===== config.mk =====
export PLATFORM = sky130hd
export DESIGN_NAME = risc32_intc_flat
export DESIGN_NICKNAME = d
export VERILOG_FILES = /design/src/rtl/risc32_intc_if.sv /design/src/rtl/risc32_intc.sv /design/src/flat_wrapper.sv
export SDC_FILE = /design/constraint.sdc
export NUM_CORES = 1
export LEC_CHECK = 0
export CORE_ASPECT_RATIO = 0.5
export CORE_MARGIN = 1
export CORE_UTILIZATION = 59
export DETAILED_ROUTE_END_ITERATION = 12
export PLACE_DENSITY = 0.85
export SKIP_CTS_REPAIR_TIMING = 1
export SLEW_MARGIN = 40
export SYNTH_ARGS = -nofsm -noshare
export SYNTH_HDL_FRONTEND = slang
export SYNTH_SLANG_ARGS = --single-unit

===== constraint.sdc =====
create_clock -name clk -period 2.85 [get_ports clk]
set_input_delay 0.4275 -clock clk [delete_from_list [all_inputs] [get_ports clk]]
set_output_delay 0.4275 -clock clk [all_outputs]
set_load 0.05 [all_outputs]

===== src/rtl/risc32_intc_if.sv =====
// Bus between risc32_core (master) and risc32_intc (slave).
//   interrupt      intc -> core  registered interrupt request
//   interrupt_ack  core -> intc  acknowledge, sampled on clk
//   vector         intc -> core  ID of the source in service
//   in_service     intc -> core  high from the accepted ack until EOI
//   cfg_we/addr/wdata core -> intc  register write port
//   cfg_rdata      intc -> core  combinational register read
interface risc32_intc_if;
  logic       interrupt;
  logic       interrupt_ack;
  logic [2:0] vector;
  logic       in_service;
  logic       cfg_we;
  logic [1:0] cfg_addr;
  logic [7:0] cfg_wdata;
  logic [7:0] cfg_rdata;

  modport master (
    input  interrupt, vector, in_service, cfg_rdata,
    output interrupt_ack, cfg_we, cfg_addr, cfg_wdata
  );

  modport slave (
    output interrupt, vector, in_service, cfg_rdata,
    input  interrupt_ack, cfg_we, cfg_addr, cfg_wdata
  );
endinterface


===== src/rtl/risc32_intc.sv =====
// Eight-source interrupt controller in front of risc32_core.
// Synchronizes irq_in, latches it into PENDING (edge or level per MODE),
// masks it, and runs the interrupt/interrupt_ack handshake. No nesting:
// further requests wait until software writes EOI.
//
// Ports:
//   clk     system clock, rising edge
//   reset   asynchronous active-low reset
//   irq_in  asynchronous interrupt sources, bit 0 highest priority
//   bus     risc32_intc_if slave (handshake + register port)
//
// Registers: 0 MASK (R/W), 1 PENDING (R, W1C edge bits), 2 MODE (R/W,
// 1 = rising edge), 3 write = EOI, read = {in_service, 4'b0, vector}.
//
// state   | meaning
// IDLE    | no request outstanding, waiting for req
// REQ     | interrupt asserted, waiting for ack or withdrawal
// SERVICE | source accepted, waiting for EOI
module risc32_intc #(
  parameter int SYNC_STAGES = 2
) (
  input  logic          clk,
  input  logic          reset,
  input  logic [7:0]    irq_in,
  risc32_intc_if.slave  bus
);

  typedef enum logic [1:0] {IDLE, REQ, SERVICE} state_t;

  state_t     state, state_n;
  logic [7:0] sync_q [SYNC_STAGES];
  logic [7:0] sync_prev;
  logic [7:0] mask, pending, mode;
  logic [7:0] pending_n;
  logic       interrupt_q, in_service_q;
  logic [2:0] vector_q;

  logic       mask_wr, w1c_wr, mode_wr, eoi;
  logic [7:0] sync_lvl, rise, mask_eff, active, w1c, mode_chg, acc_clr;
  logic       req, accept;
  logic [2:0] win_id;

  assign sync_lvl = sync_q[SYNC_STAGES-1];
  assign rise     = sync_lvl & ~sync_prev;

  assign mask_wr  = bus.cfg_we && (bus.cfg_addr == 2'd0);
  assign w1c_wr   = bus.cfg_we && (bus.cfg_addr == 2'd1);
  assign mode_wr  = bus.cfg_we && (bus.cfg_addr == 2'd2);
  assign eoi      = bus.cfg_we && (bus.cfg_addr == 2'd3);

  // A MASK write acts on the request on its own edge.
  assign mask_eff = mask_wr ? bus.cfg_wdata : mask;
  assign active   = pending & mask_eff;
  assign req      = |active;

  assign w1c      = w1c_wr  ? bus.cfg_wdata : 8'h00;
  assign mode_chg = mode_wr ? (bus.cfg_wdata ^ mode) : 8'h00;
  assign acc_clr  = accept  ? (8'h01 << win_id) : 8'h00;

  always_comb begin
    win_id = 3'd0;
    for (int i = 7; i >= 0; i--) begin
      if (active[i]) win_id = 3'(i);
    end
  end

  always_comb begin
    state_n = state;
    accept  = 1'b0;
    case (state)
      IDLE:    if (req) state_n = REQ;
      REQ: begin
        if (!req) begin
          state_n = IDLE;
        end else if (bus.interrupt_ack) begin
          state_n = SERVICE;
          accept  = 1'b1;
        end
      end
      SERVICE: if (eoi) state_n = IDLE;
      default: state_n = IDLE;
    endcase
  end

  // Per-bit pending update; for edge bits a new set beats any clear.
  always_comb begin
    pending_n = pending;
    for (int i = 0; i < 8; i++) begin
      if (mode_chg[i])             pending_n[i] = 1'b0;
      else if (!mode[i])           pending_n[i] = sync_lvl[i];
      else if (rise[i])            pending_n[i] = 1'b1;
      else if (w1c[i] | acc_clr[i]) pending_n[i] = 1'b0;
    end
  end

  always_ff @(posedge clk or negedge reset) begin
    if (!reset) begin
      for (int i = 0; i < SYNC_STAGES; i++) sync_q[i] <= 8'h00;
      sync_prev    <= 8'h00;
      mask         <= 8'h00;
      mode         <= 8'h00;
      pending      <= 8'h00;
      state        <= IDLE;
      interrupt_q  <= 1'b0;
      in_service_q <= 1'b0;
      vector_q     <= 3'd0;
    end else begin
      sync_q[0] <= irq_in;
      for (int i = 1; i < SYNC_STAGES; i++) sync_q[i] <= sync_q[i-1];
      sync_prev    <= sync_lvl;
      if (mask_wr) mask <= bus.cfg_wdata;
      if (mode_wr) mode <= bus.cfg_wdata;
      pending      <= pending_n;
      state        <= state_n;
      interrupt_q  <= (state_n == REQ);
      in_service_q <= (state_n == SERVICE);
      if (accept) vector_q <= win_id;
    end
  end

  assign bus.interrupt  = interrupt_q;
  assign bus.in_service = in_service_q;
  assign bus.vector     = vector_q;

  always_comb begin
    case (bus.cfg_addr)
      2'd0:    bus.cfg_rdata = mask;
      2'd1:    bus.cfg_rdata = pending;
      2'd2:    bus.cfg_rdata = mode;
      default: bus.cfg_rdata = {in_service_q, 4'b0000, vector_q};
    endcase
  end

endmodule


===== src/flat_wrapper.sv =====
// flat-port wrapper written by rule: the top's interface ports become plain ports
module risc32_intc_flat 
#(
  parameter int SYNC_STAGES = 2
)
  (clk, reset, irq_in, bus_interrupt, bus_vector, bus_in_service, bus_cfg_rdata, bus_interrupt_ack, bus_cfg_we, bus_cfg_addr, bus_cfg_wdata);
  risc32_intc_if bus_i ();
  input  logic clk;
  input  logic reset;
  input  logic [7:0] irq_in;
  output wire logic [$bits(bus_i.interrupt)-1:0] bus_interrupt;
  output wire logic [$bits(bus_i.vector)-1:0] bus_vector;
  output wire logic [$bits(bus_i.in_service)-1:0] bus_in_service;
  output wire logic [$bits(bus_i.cfg_rdata)-1:0] bus_cfg_rdata;
  input wire logic [$bits(bus_i.interrupt_ack)-1:0] bus_interrupt_ack;
  input wire logic [$bits(bus_i.cfg_we)-1:0] bus_cfg_we;
  input wire logic [$bits(bus_i.cfg_addr)-1:0] bus_cfg_addr;
  input wire logic [$bits(bus_i.cfg_wdata)-1:0] bus_cfg_wdata;
  assign bus_interrupt = bus_i.interrupt;
  assign bus_vector = bus_i.vector;
  assign bus_in_service = bus_i.in_service;
  assign bus_cfg_rdata = bus_i.cfg_rdata;
  assign bus_i.interrupt_ack = bus_interrupt_ack;
  assign bus_i.cfg_we = bus_cfg_we;
  assign bus_i.cfg_addr = bus_cfg_addr;
  assign bus_i.cfg_wdata = bus_cfg_wdata;
  risc32_intc #(.SYNC_STAGES(SYNC_STAGES)) u_core (.clk(clk), .reset(reset), .irq_in(irq_in), .bus(bus_i));
endmodule

==> results.md, run 1 <==
* Outcome: completed
* Cell Rows at 16
* Slew Limit Fails at 0
* Max Cap Viol at 0
* Layout Skew at 0.00841 ns
* Die area at between 4000 and 5000 µm²
* Sequential share of the synthesized area at 51.2%
* Synth Register Bits at 55
* Worst setup EP type: primary output
* CTS root buf: clkbuf_8
* Leak at 1.40 nW
* Crit Path Category: in2out
* Die W at slightly below 100 µm
* Synth top area cells: dfrtp_1 51%, nand2_1 7.5%, mux2_2 5.4%
* Post-Synth Adder-Cell Area at 0%
* # clock sinks at 55
* Total CTS buffers at 5
* Vias per cell at ~6.2
* Synth Area in XOR/XNOR at 0%
* Post-synthesis compound-gate area fraction at 17.5%
* DRT Wirelength at between 6000 and 7000 µm
* Mapped Nets at approximately 290
* Layout cells sized above 1 at 16.5%
* Relative slew slack at 66.8%
* H-tree Lvls at 2
* Clock latency at the later pin of the worst-skew pair at 0.30 ns
* Core Area at a little over 4000 µm²
* N_diodes at 0
* Initial Util at about 65%
* Synth cell types at 40
* Synth Cell Area at 2690 µm²
* Tcrit/Tclk final at 87.8%
* Top-area cell type share of the netlist area at slightly above 50%
* Asr flop ratio synth at 100%
* Hold_ws at between 0.09 and 0.1 ns
* I/O pin count at 35
* Fin util at 79.0%
* Worst-margin pin slew at 0.496 ns
* Mux cell area share after synthesis at 13.6%
* Synth warnings at 0
* Total number of vias at 2240
* CTS tree: done
* Drc violations at 0
* P&R area growth vs syn at 21.3%
* Remaining Overflow, GRT at 0
* Worst setup margin at 0.347 ns
* Largest family of logic cells by synthesized area: compound AO/OA/AOI/OAI gates
* Clock slew seen by the registers of the worst setup and hold paths at 0.09 ns
* Final min period at 2.50 ns
* Antenna-violating nets left at 0
* Synthesized instance count at 265
* Fmax achieved at 0.399 GHz
* Net count, final at approximately 330
* Die Span Y at around 50 µm
* Detailed Route Iter0 Violations at 156
* Number of global-route vias before repair at 2176
* Syn avg cell area at 10.1 µm²
* Peak VDD IR at around 380 µV
* Hold Crit Class: in2async
* # port buffers at 34
* Max FO, Critical Path at 20
* Final Setup Violations at 0
* Global-route wire length before repair at 10500 µm
* Post-route setup TNS at 0 ns
* Initial antenna violation count at 0
* GPL Wtd Cong at 0.968
* Crit path launch type: primary input
* Final Hold Viols at 0
* First-pass DRT Iterations at 4
* Post-synth EDFFs at 0
* Worst r2r src: u_core.pending[3]
* Critical Path RT at 2.42 ns
* Overall Power at 0.00230 W
* Synth Area in Simple Gates at between 10% and 20%
* Largest net degree at the start of global routing at 56
* Yosys top cell by area: dfrtp_1
* Placement Setup Slack at between 0.15 and 0.2 ns
* Cell with the most instances after synthesis: dfrtp_1
* Max clock buf depth at 2
* Final HPWL DP at around 4500 µm
* Ys flop type: dfrtp_1
* Setup crit start: bus_cfg_addr[1]
* List of most frequent post-synthesis cells: 55 x dfrtp_1, 54 x nand2_1, 20 x o21ai_0
* RSZ-0062 raised after global routing: false
* Crit path DAT at 2.08 ns
* Total track usage at between 20% and 30%
* Power density over cell area at 706 nW/µm²
* WL/cell at 17.2 µm
[critical path, cell delays in order]
cell and delay [ns]:
clkdlybuf4s50_1 0.53, buf_4 0.28, nor2b_1 0.38, nand2_1 0.08, o21ai_0 0.18, buf_12 0.19
[path summary, 6_finish.rpt]
check | endpoint | slack (ns) | cells after the start
max | bus_cfg_rdata[5] | 0.35 | 6
min | u_core.mode[3] | 0.1 | 2
max reg2reg | u_core.state[1] | 1.10 | 6
min reg2reg | u_core.sync_lvl[7] | 0.35 | 0
max in group asynchronous | u_core.pending[7] | 2.51 | 2
min in group clk | u_core.sync_lvl[7] | 0.35 | 0
[cell families after synthesis]
group,Yosys count
mux,30
flops,55
buf+inv,21
simple gates,84
compound gates,75
[power breakdown]
part	leakage [nW]	switching [W]	internal, W
Sequential	0.654	0.000108	0.000906
Combinational	0.699	0.000526	0.000348
Clock	0.0422	0.000240	0.000173
Total	1.40	0.000874	0.00143
[cell type report]
cell class | instances | area (µm²)
sequential | 55 | 1380
multi-input combinational | 189 | 1220
fill | 279 | 865
timing repair buffer | 47 | 475
clock buffer | 7 | 76.3
tap | 54 | 67.6
inverter | 11 | 41.3
clock inverter | 1 | 5.00
[through the flow]
step	std cells	area (µm²)
after floorplan	265	2690
after global placement	356	3180
after detailed placement	356	3180
after CTS	364	3260
after global routing	364	3260
final	364	3260
[placed cells by master, fill, tap and decap left out, types with 3 or more instances in the layout]
master,n
a31oi_1,4
nand3_1,5
a31o_1,3
mux2_2,13
mux2i_1,13
buf_12,5
clkbuf_8,5
nand2_1,54
or2_2,3
o21ai_1,7
clkdlybuf4s50_1,25
buf_4,16
inv_1,11
a21oi_1,10
o211ai_1,10
nor2_1,11
dfrtp_1,55
mux4_2,4
o21ai_0,20
o22ai_1,8
[flip-flops by register name (all words and copies together), names as in the netlist]
register and flops:
u_core.mask 8, u_core.mode 8, u_core.pending 8, u_core.sync_lvl 8, u_core.sync_prev 8, u_core.sync_q 8
u_core.bus.vector 3, u_core.state 2, u_core.bus.in_service 1, u_core.bus.interrupt 1
[routing by layer]
| layer | track usage, % | part of all wire (%) | up-vias |
|---|---|---|---|
| met5 | 0 | 0 | - |
| met4 | 7.11 | 0.96 | 0 |
| met3 | 6.81 | 8.1 | 11 |
| met2 | 43.0 | 45 | 98 |
| met1 | 41.2 | 46 | 1093 |
| li1 | - | - | 1038 |
No activity file was read; power rests on OpenSTA's default activity.
==> run 2, diff against run 1 <==
- SKIP_CTS_REPAIR_TIMING: 1 -> default
==> results of run 2 <==
No change in the layout: final DEF, timing and power equal those of run 1.
